$ cat src/rtl/demux_burst_scheduler.sv
// demux_burst_scheduler
//   Round-robin scheduler that shares one input stream among four output
//   channels. Each enabled channel gets a fixed-length burst of BURST_LEN
//   beats, then the scheduler rotates to the next enabled channel. The
//   output is a one-entry registered buffer with per-channel valid/ready
//   backpressure.
//
// Ports
//   clk         clock, all logic on the rising edge
//   rst         synchronous active-high reset
//   in_data     input beat
//   in_valid    input beat present
//   in_ready    scheduler accepts the beat this cycle
//   chan_en     per-channel enable, sampled every cycle
//   out_data    shared registered output data bus
//   out_valid   one-hot, bit i = beat valid for channel i
//   out_ready   per-channel consumer ready
//   cur_sel     channel currently being scheduled
//   burst_done  one-cycle pulse after the last beat of a burst is accepted
//
// State | meaning
// ------+-----------------------------------------------------------------
// IDLE  | no channel enabled; nothing accepted, buffer may still drain
// RUN   | bursting to cur_sel; accepts when the channel is enabled and the
//       | output buffer is empty or is being drained this cycle
module demux_burst_scheduler #(
  parameter int DATA_W    = 8,
  parameter int BURST_LEN = 4
) (
  input  logic              clk,
  input  logic              rst,
  input  logic [DATA_W-1:0] in_data,
  input  logic              in_valid,
  output logic              in_ready,
  input  logic [3:0]        chan_en,
  output logic [DATA_W-1:0] out_data,
  output logic [3:0]        out_valid,
  input  logic [3:0]        out_ready,
  output logic [1:0]        cur_sel,
  output logic              burst_done
);

  localparam int CNT_W = (BURST_LEN > 1) ? $clog2(BURST_LEN) : 1;
  localparam logic [CNT_W-1:0] CNT_LAST = CNT_W'(BURST_LEN - 1);

  typedef enum logic {
    IDLE = 1'b0,
    RUN  = 1'b1
  } state_t;

  state_t           state;
  logic [CNT_W-1:0] cnt;
  logic             buf_free;
  logic             accept;

  // First enabled channel scanning start, start+1, start+2, start+3 (mod 4).
  // Iterating from the far end down lets the nearest hit win; fallback is
  // returned when no channel is enabled.
  function automatic logic [1:0] scan_from(input logic [1:0] start,
                                           input logic [3:0] en,
                                           input logic [1:0] fallback);
    logic [1:0] r;
    logic [1:0] idx;
    r = fallback;
    for (int k = 3; k >= 0; k--) begin
      idx = start + 2'(k);
      if (en[idx]) r = idx;
    end
    return r;
  endfunction

  // The buffer can take a new beat if it is empty or its current beat is
  // handed off on this same edge. Ready bits of other channels never match
  // the one-hot valid, so they are ignored automatically.
  assign buf_free = (out_valid == 4'b0000) || ((out_valid & out_ready) != 4'b0000);
  assign in_ready = (state == RUN) && chan_en[cur_sel] && buf_free;
  assign accept   = in_valid && in_ready;

  always_ff @(posedge clk) begin
    if (rst) begin
      state      <= IDLE;
      cur_sel    <= 2'd0;
      cnt        <= '0;
      out_valid  <= 4'b0000;
      out_data   <= '0;
      burst_done <= 1'b0;
    end else begin
      burst_done <= 1'b0;

      // Output buffer: refill wins over drain; data is held otherwise.
      if (accept) begin
        out_data  <= in_data;
        out_valid <= 4'b0001 << cur_sel;
      end else if ((out_valid & out_ready) != 4'b0000) begin
        out_valid <= 4'b0000;
      end

      case (state)
        IDLE: begin
          if (chan_en != 4'b0000) begin
            state   <= RUN;
            cur_sel <= scan_from(cur_sel, chan_en, cur_sel);
            cnt     <= '0;
          end
        end

        RUN: begin
          if (!chan_en[cur_sel]) begin
            // Channel dropped mid-burst: abandon the burst, move on. A beat
            // already in the buffer keeps its original one-hot valid.
            cnt     <= '0;
            cur_sel <= scan_from(cur_sel + 2'd1, chan_en, cur_sel);
            if (chan_en == 4'b0000) state <= IDLE;
          end else if (accept) begin
            if (cnt == CNT_LAST) begin
              cnt        <= '0;
              burst_done <= 1'b1;
              cur_sel    <= scan_from(cur_sel + 2'd1, chan_en, cur_sel);
            end else begin
              cnt <= cnt + 1'b1;
            end
          end
        end

        default: state <= IDLE;
      endcase
    end
  end

endmodule

$ cat config.mk
export PLATFORM = sky130hd
export DESIGN_NAME = demux_burst_scheduler
export DESIGN_NICKNAME = d
export VERILOG_FILES = /design/src/rtl/demux_burst_scheduler.sv
export SDC_FILE = /design/constraint.sdc
export NUM_CORES = 1
export LEC_CHECK = 0
export BUFFER_PORTS_ARGS = -buffer_cell sky130_fd_sc_hd__buf_2
export CAP_MARGIN = 20
export CORE_UTILIZATION = 54
export CTS_CLUSTER_DIAMETER = 150
export DETAILED_ROUTE_END_ITERATION = 8
export PLACE_DENSITY = 0.84
export SLEW_MARGIN = 20
export SYNTH_ARGS = -nofsm -noshare
export SYNTH_HDL_FRONTEND = slang
export SYNTH_SLANG_ARGS = --single-unit
$ cat constraint.sdc
create_clock -name clk -period 6.72 [get_ports clk]
set_input_delay 1.008 -clock clk [delete_from_list [all_inputs] [get_ports clk]]
set_output_delay 1.008 -clock clk [all_outputs]
set_load 0.005 [all_outputs]
==> results.md, run 1 <==
* Sw frac at a little under two fifths
* Min-delay worst type: reg -> reg
* Post-Synthesis Cells at around 120
* Worst path cell trace: buf_2, mux4_1, nand2_1, nor2_1, buf_2
* CP max stage cell: mux4_1
* Global route overflow at 0
* Status: complete, no violations
* Arrival time at the worst endpoint at approximately 2100 ps
* Cell with the most instances on the worst path: buf_2
* Unrepaired setup endpoints after global routing: false
* Setup TNS at 0 ps
* Max-slew violation count at 0
* Post-Route WL at 2.275 mm
* Vias in the first global route at roughly 800
* Clock buffer count from CTS at 3
* Dominant synthesized flop cell: dfxtp_1
* Min Hold Slack at 500.7 ps
* Worst-margin pin slew at about 600 ps
* PnR worst setup slack at between 3000 and 4000 ps
* Max_cap viols at 0
* CTS Buffer Depth at 2
* Number of flops mapped to enable cells by yosys at 0
* # Post-CTS Setup Buffers at 0
* Synth top cells by count: nor2_1 (23), dfxtp_1 (18), mux2i_1 (13)
* Critical path class: in -> out
* Post-synth top area share at between 30 and 40%
* Hold-fix buffers, CTS at 0
* Final Critical Period at about 3100 ps
* DRT antenna net count at 0
* GP Congestion at ~0.86
* Yosys warns at 0
* Post-synth ARST share at 0%
* Fillcell total at approximately 180
* Count leader, synth: nor2_1
* Initial drt markers at 29
* Peak supply drop at 0.1497 mV
* Setup Skew at between 7 and 8 ps
* Crit end category: primary output
* CTS sink cnt at 18
* Max stage delay on crit path at approximately 570 ps
* Slew headroom at 59.83%
* Die area at about 2300 µm²
* NetSw at around 0.00014 W
* Layout cells sized above 1 at 34.46%
* Leak Pwr at between 0.5 and 0.6 nW
* Initial antenna violation count at 0
* TritonCTS clock tree: built
* Critical path data required time at ~5700 ps
* Via density at between 5 and 6
* DRC at 0
* Power Dens Cells at just under 300 nW/µm²
* #FFs+latches synth at 18
* Cell taking the most area after synthesis: dfxtp_1
* CTS clk-pin slew, worst paths at about 100 ps
* CTS root buf: clkbuf_4
* FF+latch area at between 300 and 400 µm²
* Area of the multi-input gates at approximately 670 µm²
* H-tree depth at 1
* Sequential share of the synthesized area at roughly a third
* Cell variety after synth at 43
* Power share of the clock group at 17.6%
* Core Area at between 1500 and 2000 µm²
* Final setup violation count at 0
* Starting Density at between 50% and 60%
* Crit-path max FO at 11
* Die X-Extent at between 40 and 50 µm
* Synth area leaders: dfxtp_1 (32%), mux2i_1 (12%), nor2_1 (7.7%), ha_1 (5.6%), a22oi_1 (4.0%)
* Vias at between 1,000 and 1,500
* Layout Area Growth over Synthesis at 15.32%
* N_diodes at 0
* Die Ht at between 40 and 50 µm
* Family with the most delay on the worst path: multiplexers
* Average wire per standard cell at about 13 µm
* Fmax at 0.3203 GHz
* Nets at 173
* Post_cts resized at 0
* Largest net degree at the start of global routing at 20
* Int Pwr at roughly 0.00024 W
* Part of the cycle the worst path needs at a little under half
* Total GRT Usage at approximately a fifth
* Final Hold Fails at 0
* Synthesized area at 1119 µm²
* Mapped Avg Cell Area at about 9.4 µm²
* First drt pass iteration count at 4
* First-pass GRT wire length at roughly 3.1 mm
* Power share of the combinational group at 45.1%
* Clock latency on the worst-skew pair at approximately 290 ps
* Syn_nets at between 100 and 150
* Sequential share of power at between 30 and 40%
* Port bufs at 34
* Critical path buffers and inverters at 2
* Ports at 35
* Dpl ws at ~3600 ps
* DP HPWL at 1.703 mm
* Setup crit start kind: input pin
* FP Rows at 16
placed cells by master (no fill, tap or decap), types with 2 or more instances in the layout:
master    netlist  layout
nor4_1          3       3
mux2_2          2       2
ha_1            5       5
a22oi_1         6       6
a22o_1          2       2
nand2_1         3       3
nor3_1          2       2
buf_2           1      34
inv_1           4       4
o211ai_1        2       2
a21oi_1         2       2
mux2i_1        13      13
dfxtp_1        18      18
nor2_1         23      23
clkbuf_4        0       3
worst reg2reg max path: cells and delay by family, from the launching register on:
family          cells  cell delay (ps)
buf+inv             1              230
fa+ha+maj           1              590
simple gates        1              320
flops               1              720
compound gates      2              300
mux                 2              700
logic make-up after synthesis:
family	count (synthesis)	synth area share, %
compound gates	26	19.80
fa+ha+maj	5	5.593
buf+inv	13	7.493
flops	18	32.22
mux	17	17.34
simple gates	40	17.56
per-layer routing:
metal	global-route usage, %	up-vias	wire length, µm
li1	-	501	-
met1	23.17	472	1029
met2	34.79	33	1129
met3	2.264	4	99
met4	5.143	0	17
met5	0	-	0
final cells by class:
class / count / area share (%)
Tap cell: 27 / 2.619
Timing Repair Buffer: 34 / 13.19
Clock buffer: 4 / 2.813
Sequential cell: 18 / 27.93
Inverter: 4 / 1.164
Multi-Input combinational cell: 88 / 52.28
power by group through the flow:
stage	sequential, W	combinational [W]	clock, W
6_report	0.000140	0.000169	0.0000659
5_1_grt	0.000142	0.000186	0.0000695
4_1_cts	0.000139	0.000169	0.0000669
3_5_place_dp	0.000142	0.000169	0
3_3_place_gp	0.000140	0.000163	0
2_1_floorplan	0.000134	0.000147	0
through the flow:
stage	power [W]	instance area [µm²]	utilization, %	cells
floorplan	0.0002804	1119	-	119
global placement	0.0003034	1254	63.90	171
detailed placement	0.0003102	1254	63.90	171
CTS	0.0003751	1290	65.75	175
global route	0.0003974	1290	65.75	175
finish	0.0003741	1290	65.75	175
path summary, 6_finish.rpt:
kind / cells past startpoint / slack (ps) / start / to
max: 5 / 3600 / chan_en[2] / in_ready
min: 2 / 500 / out_data[5]$_SDFFE_PP0N_ / out_data[5]$_SDFFE_PP0N_
max reg2reg: 7 / 3770 / cur_sel[0]$_SDFFE_PP0P_ / cur_sel[0]$_SDFFE_PP0P_
min reg2reg: 2 / 500 / out_data[5]$_SDFFE_PP0N_ / out_data[5]$_SDFFE_PP0N_
state kept, by name, indices dropped and copies added, names as in the netlist:
name,count
burst_done,1
cnt,2
cur_sel,2
out_data,8
out_valid,4
state,1
(Power assumes the default switching activity.)
==> run 2: changes to the inputs <==
--- a/config.mk
+++ b/config.mk
@@ -7,10 +7,10 @@
 export LEC_CHECK = 0
 export BUFFER_PORTS_ARGS = -buffer_cell sky130_fd_sc_hd__buf_2
 export CAP_MARGIN = 20
-export CORE_UTILIZATION = 54
+export CORE_UTILIZATION = 45
 export CTS_CLUSTER_DIAMETER = 150
 export DETAILED_ROUTE_END_ITERATION = 8
-export PLACE_DENSITY = 0.84
+export PLACE_DENSITY = 0.75
 export SLEW_MARGIN = 20
 export SYNTH_ARGS = -nofsm -noshare
 export SYNTH_HDL_FRONTEND = slang
==> constraint.sdc (replaced) <==
create_clock -name clk -period 2.7 [get_ports clk]
set_input_delay 0.405 -clock clk [delete_from_list [all_inputs] [get_ports clk]]
set_output_delay 0.405 -clock clk [all_outputs]
set_load 0.005 [all_outputs]
==> results.md, run 2 (synthesis results as in run 1) <==
* First drt pass iteration count at 4 (unchanged)
* Final Hold Fails at 0 (unchanged)
* Crit-path max FO at 13 (was 11)
* DP HPWL at 1.777 mm (was 1.703 mm)
* Average wire per standard cell at 13.96 µm (was 13.00 µm)
* Layout cells sized above 1 at 36.00% (was 34.46%)
* Most common cell after layout, fill and taps aside: buf_2 (unchanged)
* Final Critical Period at around 2500 ps
* Most flops, register: out_data (unchanged)
* Min Hold Slack at 349.2 ps (was 500.7 ps)
* Power Dens Cells at 727.8 nW/µm² (was 290.0 nW/µm²)
* Fmax at 0.4024 GHz
* Largest net degree at the start of global routing at 20 (unchanged)
* Port bufs at 34 (unchanged)
* Setup TNS at 0 ps (unchanged)
* CTS root buf: clkbuf_4 (unchanged)
* Clock latency on the worst-skew pair at 290 ps (about the same)
* Fillcell total at 219 (was 176)
* H-tree depth at 1 (unchanged)
* GP Congestion at 0.8263 (was 0.8554)
* Die Ht at 51.86 µm (was 47.51 µm)
* Critical path data required time at 2840 ps (was 5710 ps)
* # Post-CTS Setup Buffers at 0 (unchanged)
* Total GRT Usage at 19.34% (was 18.97%)
* Ports at 35 (unchanged)
* Unrepaired setup endpoints after global routing: false (unchanged)
* Die X-Extent at 51.86 µm (was 47.51 µm)
* Initial antenna violation count at 0 (unchanged)
* Slew headroom at 57.85% (was 59.83%)
* Layout Area Growth over Synthesis at 17.00% (was 15.32%)
* N_diodes at 0 (unchanged)
* Part of the cycle the worst path needs at between 90% and 100%
* Die area at 2689 µm² (was 2257 µm²)
* Top sig layer: met4 (unchanged)
* Max-slew violation count at 0 (unchanged)
* Status: complete, no violations (unchanged)
* WL met2 at 1.147 mm (was 1.129 mm)
* Final setup violation count at 0 (unchanged)
* DRT met1 WL at 1.185 mm (was 1.029 mm)
* Post-Route WL at 2.485 mm (was 2.275 mm)
* Starting Density at 49.15% (was 57.02%)
* Setup Skew at 4.175 ps (was 7.106 ps)
* Nets at 175 (was 173)
* Clock buffer count from CTS at 3 (unchanged)
* Family with the most delay on the worst path: simple AND/OR/NAND/NOR gates (was multiplexers)
* CP max stage cell: or3b_2 (was mux4_1)
* Commonest non-fill, non-tap cells in the layout: buf_2 (34), nor2_1 (23), dfxtp_1 (18) (unchanged)
* Vias at 994 (was 1,010)
* Setup crit start kind: register (was input pin)
* CTS clk-pin slew, worst paths at 100 ps (about the same)
* Biggest regs: out_data: 8 flops, out_valid: 4 flops (unchanged)
* Overall power at 0.0009525 W (was 0.0003741 W)
* FF+latch area at 360.3 µm² (unchanged)
* Via density at 5.584 (was 5.771)
* Global route overflow at 0 (unchanged)
* Max stage delay on crit path at 490 ps (was 570 ps)
* Metal3 WL at 121 µm (was 99 µm)
* Largest register FFs at 8 (unchanged)
* Worst-margin pin slew at 624.3 ps (was 601.8 ps)
* Critical path buffers and inverters at 1 (was 2)
* Worst path cell trace: inv_1, ha_2, or3b_2, nor3_1, o311ai_0, a21oi_1, a311oi_1 (was buf_2, mux4_1, nand2_1, nor2_1, buf_2)
* Leak Pwr at 0.5670 nW (was 0.5582 nW)
* Area of the multi-input gates at 676.9 µm² (was 674.4 µm²)
* DRT antenna net count at 0 (unchanged)
* CTS Buffer Depth at 2 (unchanged)
* Peak supply drop at 0.5457 mV (was 0.1497 mV)
* Hold-fix buffers, CTS at 0 (unchanged)
* Crit end category: register (was primary output)
* Initial drt markers at 14 (was 29)
* Min-delay worst type: in -> reg (was reg -> reg)
* CTS sink cnt at 18 (unchanged)
* First-pass GRT wire length at 3.857 mm (was 3.118 mm)
* Core Area at 2276 µm² (was 1962 µm²)
* Vias in the first global route at 924 (was 791)
* Arrival time at the worst endpoint at 2620 ps (was 2110 ps)
* TritonCTS clock tree: built (unchanged)
* FP Rows at 17 (was 16)
* Max_cap viols at 0 (unchanged)
* DRC at 0 (unchanged)
* Critical path class: reg -> reg (was in -> out)
-- run 2: cell types whose count changed in the layout (fill, tap and decap cells not counted), sizes merged --
cell / delta
buf: +2
-- run 2: final timing paths --
check                                start  cells past startpoint                       end  slack [ps]
setup / recovery   cur_sel[1]$_SDFFE_PP0P_                      7   cur_sel[1]$_SDFFE_PP0P_         210
hold / removal                  in_data[4]                      3  out_data[4]$_SDFFE_PP0N_         350
setup reg to reg   cur_sel[1]$_SDFFE_PP0P_                      7   cur_sel[1]$_SDFFE_PP0P_         210
hold reg to reg   out_data[4]$_SDFFE_PP0N_                      2  out_data[4]$_SDFFE_PP0N_         500
-- run 2: routing by layer --
layer	GRT usage (%)	vias to the layer above
li1	-	505
met1	23.39	446
met2	32.05	39
met3	5.556	4
met4	7.207	0
met5	0	-
-- run 2: worst min-delay path: cells and delay by family --
family	cells	cell delay [ps]
buffers and inverters	1	70
multiplexers	1	50
AND/OR/NAND/NOR	1	70
-- run 2: final cells by class --
cell class / count / area share [%]
clock buffers: 4 / 2.772
flip-flops and latches: 18 / 27.53
well taps: 28 / 2.677
multi-input cells: 88 / 51.72
inverters: 4 / 1.147
repair buffers: 36 / 14.15
-- run 2: what timing repair did --
action / in CTS / in global routing
setup endpoints to repair: 0 / 2
hold endpoints to repair: 0 / 0
gates resized for setup: 0 / 1
-- run 2: per-stage QoR --
step	setup slack [ps]	util [%]	cell area, µm²	std cells
2_1_floorplan	403.4	-	1119	119
3_3_place_gp	320.0	55.80	1270	174
3_5_place_dp	230.1	55.80	1270	174
4_1_cts	215.6	57.39	1306	178
5_1_grt	81.74	57.50	1309	178
6_report	214.8	57.50	1309	178
-- run 2: report_power, final --
part / internal (W) / switching, W
Combinational: 0.000226 / 0.000243
Clock: 0.0000820 / 0.0000785
Sequential: 0.000295 / 0.0000281
==> run 3: changes to the inputs <==
--- a/config.mk
+++ b/config.mk
@@ -7,10 +7,10 @@
 export LEC_CHECK = 0
 export BUFFER_PORTS_ARGS = -buffer_cell sky130_fd_sc_hd__buf_2
 export CAP_MARGIN = 20
-export CORE_UTILIZATION = 45
+export CORE_UTILIZATION = 50
 export CTS_CLUSTER_DIAMETER = 150
 export DETAILED_ROUTE_END_ITERATION = 8
-export PLACE_DENSITY = 0.75
+export PLACE_DENSITY_LB_ADDON = 0.3
 export SLEW_MARGIN = 20
 export SYNTH_ARGS = -nofsm -noshare
 export SYNTH_HDL_FRONTEND = slang
==> constraint.sdc (replaced) <==
create_clock -name clk -period 2.76 [get_ports clk]
set_input_delay 0.414 -clock clk [delete_from_list [all_inputs] [get_ports clk]]
set_output_delay 0.414 -clock clk [all_outputs]
set_load 0.005 [all_outputs]
==> results.md, run 3 (synthesis results as in run 1) <==
* Layout Area Growth over Synthesis at 16.00% (was 17.00%)
* Met3 Usage GRT at 4.984% (was 5.556%)
* Layout cells sized above 1 at 34.90% (was 36.00%)
* Vias in the first global route at 940 (was 924)
* Total GRT Usage at 21.04% (was 19.34%)
* Largest register FFs at 8 (unchanged)
* Initial drt markers at 12 (was 14)
* DRC at 0 (unchanged)
* Global route overflow at 0 (unchanged)
* First-pass GRT wire length at 4.022 mm (was 3.857 mm)
* FP Rows at 16 (was 17)
* Slew headroom at 67.21% (was 57.85%)
* N_diodes at 0 (unchanged)
* Critical path class: reg -> reg (unchanged)
* Via density at 5.642 (was 5.584)
* CTS Buffer Depth at 2 (unchanged)
* Unrepaired setup endpoints after global routing: false (unchanged)
* Fillcell total at 189 (was 219)
* Min-delay worst type: in -> reg (unchanged)
* CTS root buf: clkbuf_4 (unchanged)
* Cell area after placement at 1261 µm² (was 1270 µm²)
* Max stage delay on crit path at 550 ps (was 490 ps)
* Final setup violation count at 0 (unchanged)
* Largest net degree at the start of global routing at 20 (unchanged)
* Setup TNS at 0 ps (unchanged)
* Setup crit start kind: register (unchanged)
* Core Area at 2042 µm² (was 2276 µm²)
* FF+latch area at 360.3 µm² (unchanged)
* Final cell count without fillers at 176 (was 178)
* Placed cell count at 172 (was 174)
* Routing usage on met2 at 35.62% (was 32.05%)
* DRT antenna net count at 0 (unchanged)
* Most flops, register: out_data (unchanged)
* Busiest layer in global routing: met2 (unchanged)
* Setup Skew at 6.175 ps (was 4.175 ps)
* Die area at 2430 µm² (was 2689 µm²)
* Biggest regs: out_data: 8 flops, out_valid: 4 flops (unchanged)
* Cell area after layout at 1297 µm² (was 1309 µm²)
* Min Hold Slack at 361.9 ps (was 349.2 ps)
* Starting Density at 54.78% (was 49.15%)
* Die X-Extent at 49.30 µm (was 51.86 µm)
* Vias at 993 (was 994)
* Average wire per standard cell at 12.82 µm (was 13.96 µm)
* Die Ht at 49.30 µm (was 51.86 µm)
* Post_cts resized at 0 (unchanged)
* Fmax at 0.3956 GHz (was 0.4024 GHz)
* First drt pass iteration count at 4 (unchanged)
* Grt met1 use at 25.66% (was 23.39%)
* Final Critical Period at 2528 ps (was 2485 ps)
* Port bufs at 34 (unchanged)
* Worst-margin pin slew at 489.0 ps (was 624.3 ps)
* Crit end category: register (unchanged)
* DP HPWL at 1.700 mm (was 1.777 mm)
* Post-Route WL at 2.257 mm (was 2.485 mm)
* Commonest non-fill, non-tap cells in the layout: buf_2 (34), nor2_1 (23), dfxtp_1 (18) (unchanged)
* Crit-path max FO at 13 (unchanged)
* Initial antenna violation count at 0 (unchanged)
* Nets at 174 (was 175)
* Status: complete, no violations (unchanged)
* Area of the multi-input gates at 674.4 µm² (was 676.9 µm²)
* CTS sink cnt at 18 (unchanged)
* Power Dens Cells at 705.6 nW/µm² (was 727.8 nW/µm²)
* Arrival time at the worst endpoint at 2720 ps (was 2620 ps)
* Clock buffer count from CTS at 3 (unchanged)
* Critical path buffers and inverters at 1 (unchanged)
* Final Hold Fails at 0 (unchanged)
* Family with the most delay on the worst path: simple AND/OR/NAND/NOR gates (unchanged)
* Max-slew violation count at 0 (unchanged)
* CP max stage cell: ha_1 (was or3b_2)
* H-tree depth at 1 (unchanged)
* CTS clk-pin slew, worst paths at 100 ps (about the same)
* Worst path cell trace: inv_1, ha_1, or3b_2, nor3_1, o311a_2, a311oi_2, mux2_4 (was inv_1, ha_2, or3b_2, nor3_1, o311ai_0, a21oi_1, a311oi_1)
* Ports at 35 (unchanged)
* Overall power at 0.0009156 W (was 0.0009525 W)
* Critical path data required time at 2950 ps (was 2840 ps)
* # Post-CTS Setup Buffers at 0 (unchanged)
* Most common cell after layout, fill and taps aside: buf_2 (unchanged)
* Max_cap viols at 0 (unchanged)
* Peak supply drop at 0.4814 mV (was 0.5457 mV)
* TritonCTS clock tree: built (unchanged)
* Clock latency on the worst-skew pair at 290 ps (about the same)
* Leak Pwr at 0.5634 nW (was 0.5670 nW)
* GP Congestion at 0.8602 (was 0.8263)
* Hold-fix buffers, CTS at 0 (unchanged)
* Part of the cycle the worst path needs at 91.60% (was 92.04%)
run 3: worst min-delay path, delay by kind of cell:
family | cells | cell delay (ps)
simple gates | 1 | 70
mux | 1 | 50
buf+inv | 1 | 80
run 3: stage by stage:
| stage | util, % | worst slack [ps] |
|---|---|---|
| after floorplan | - | 463.4 |
| after global routing | 63.54 | 95.41 |
| after global placement | 61.76 | 374.2 |
| after detailed placement | 61.76 | 278.4 |
| after CTS | 63.54 | 251.4 |
| final | 63.54 | 231.9 |
run 3: final timing paths:
check	slack, ps	to	start	cells past startpoint
setup / recovery	230	cur_sel[0]$_SDFFE_PP0P_	cur_sel[1]$_SDFFE_PP0P_	7
hold / removal	360	out_data[0]$_SDFFE_PP0N_	in_data[0]	3
setup reg to reg	230	cur_sel[0]$_SDFFE_PP0P_	cur_sel[1]$_SDFFE_PP0P_	7
hold reg to reg	500	out_data[0]$_SDFFE_PP0N_	out_data[0]$_SDFFE_PP0N_	2
run 3: final cells by class:
class	count	area share, %
Multi-Input combinational cell	88	51.98
Timing Repair Buffer	35	13.69
Clock buffer	4	2.797
Sequential cell	18	27.77
Tap cell	27	2.604
Inverter	4	1.157
run 3: metal layers:
metal	up-vias	share of wire [%]
met2	32	48
met1	457	47
met3	2	3.9
met4	0	0.84
met5	-	0
li1	502	-
run 3: report_power, final:
part / total [W] / switching, W / internal (W)
Sequential: 0.000316 / 0.0000272 / 0.000289
Combinational: 0.000441 / 0.000230 / 0.000212
Clock: 0.000158 / 0.0000777 / 0.0000803
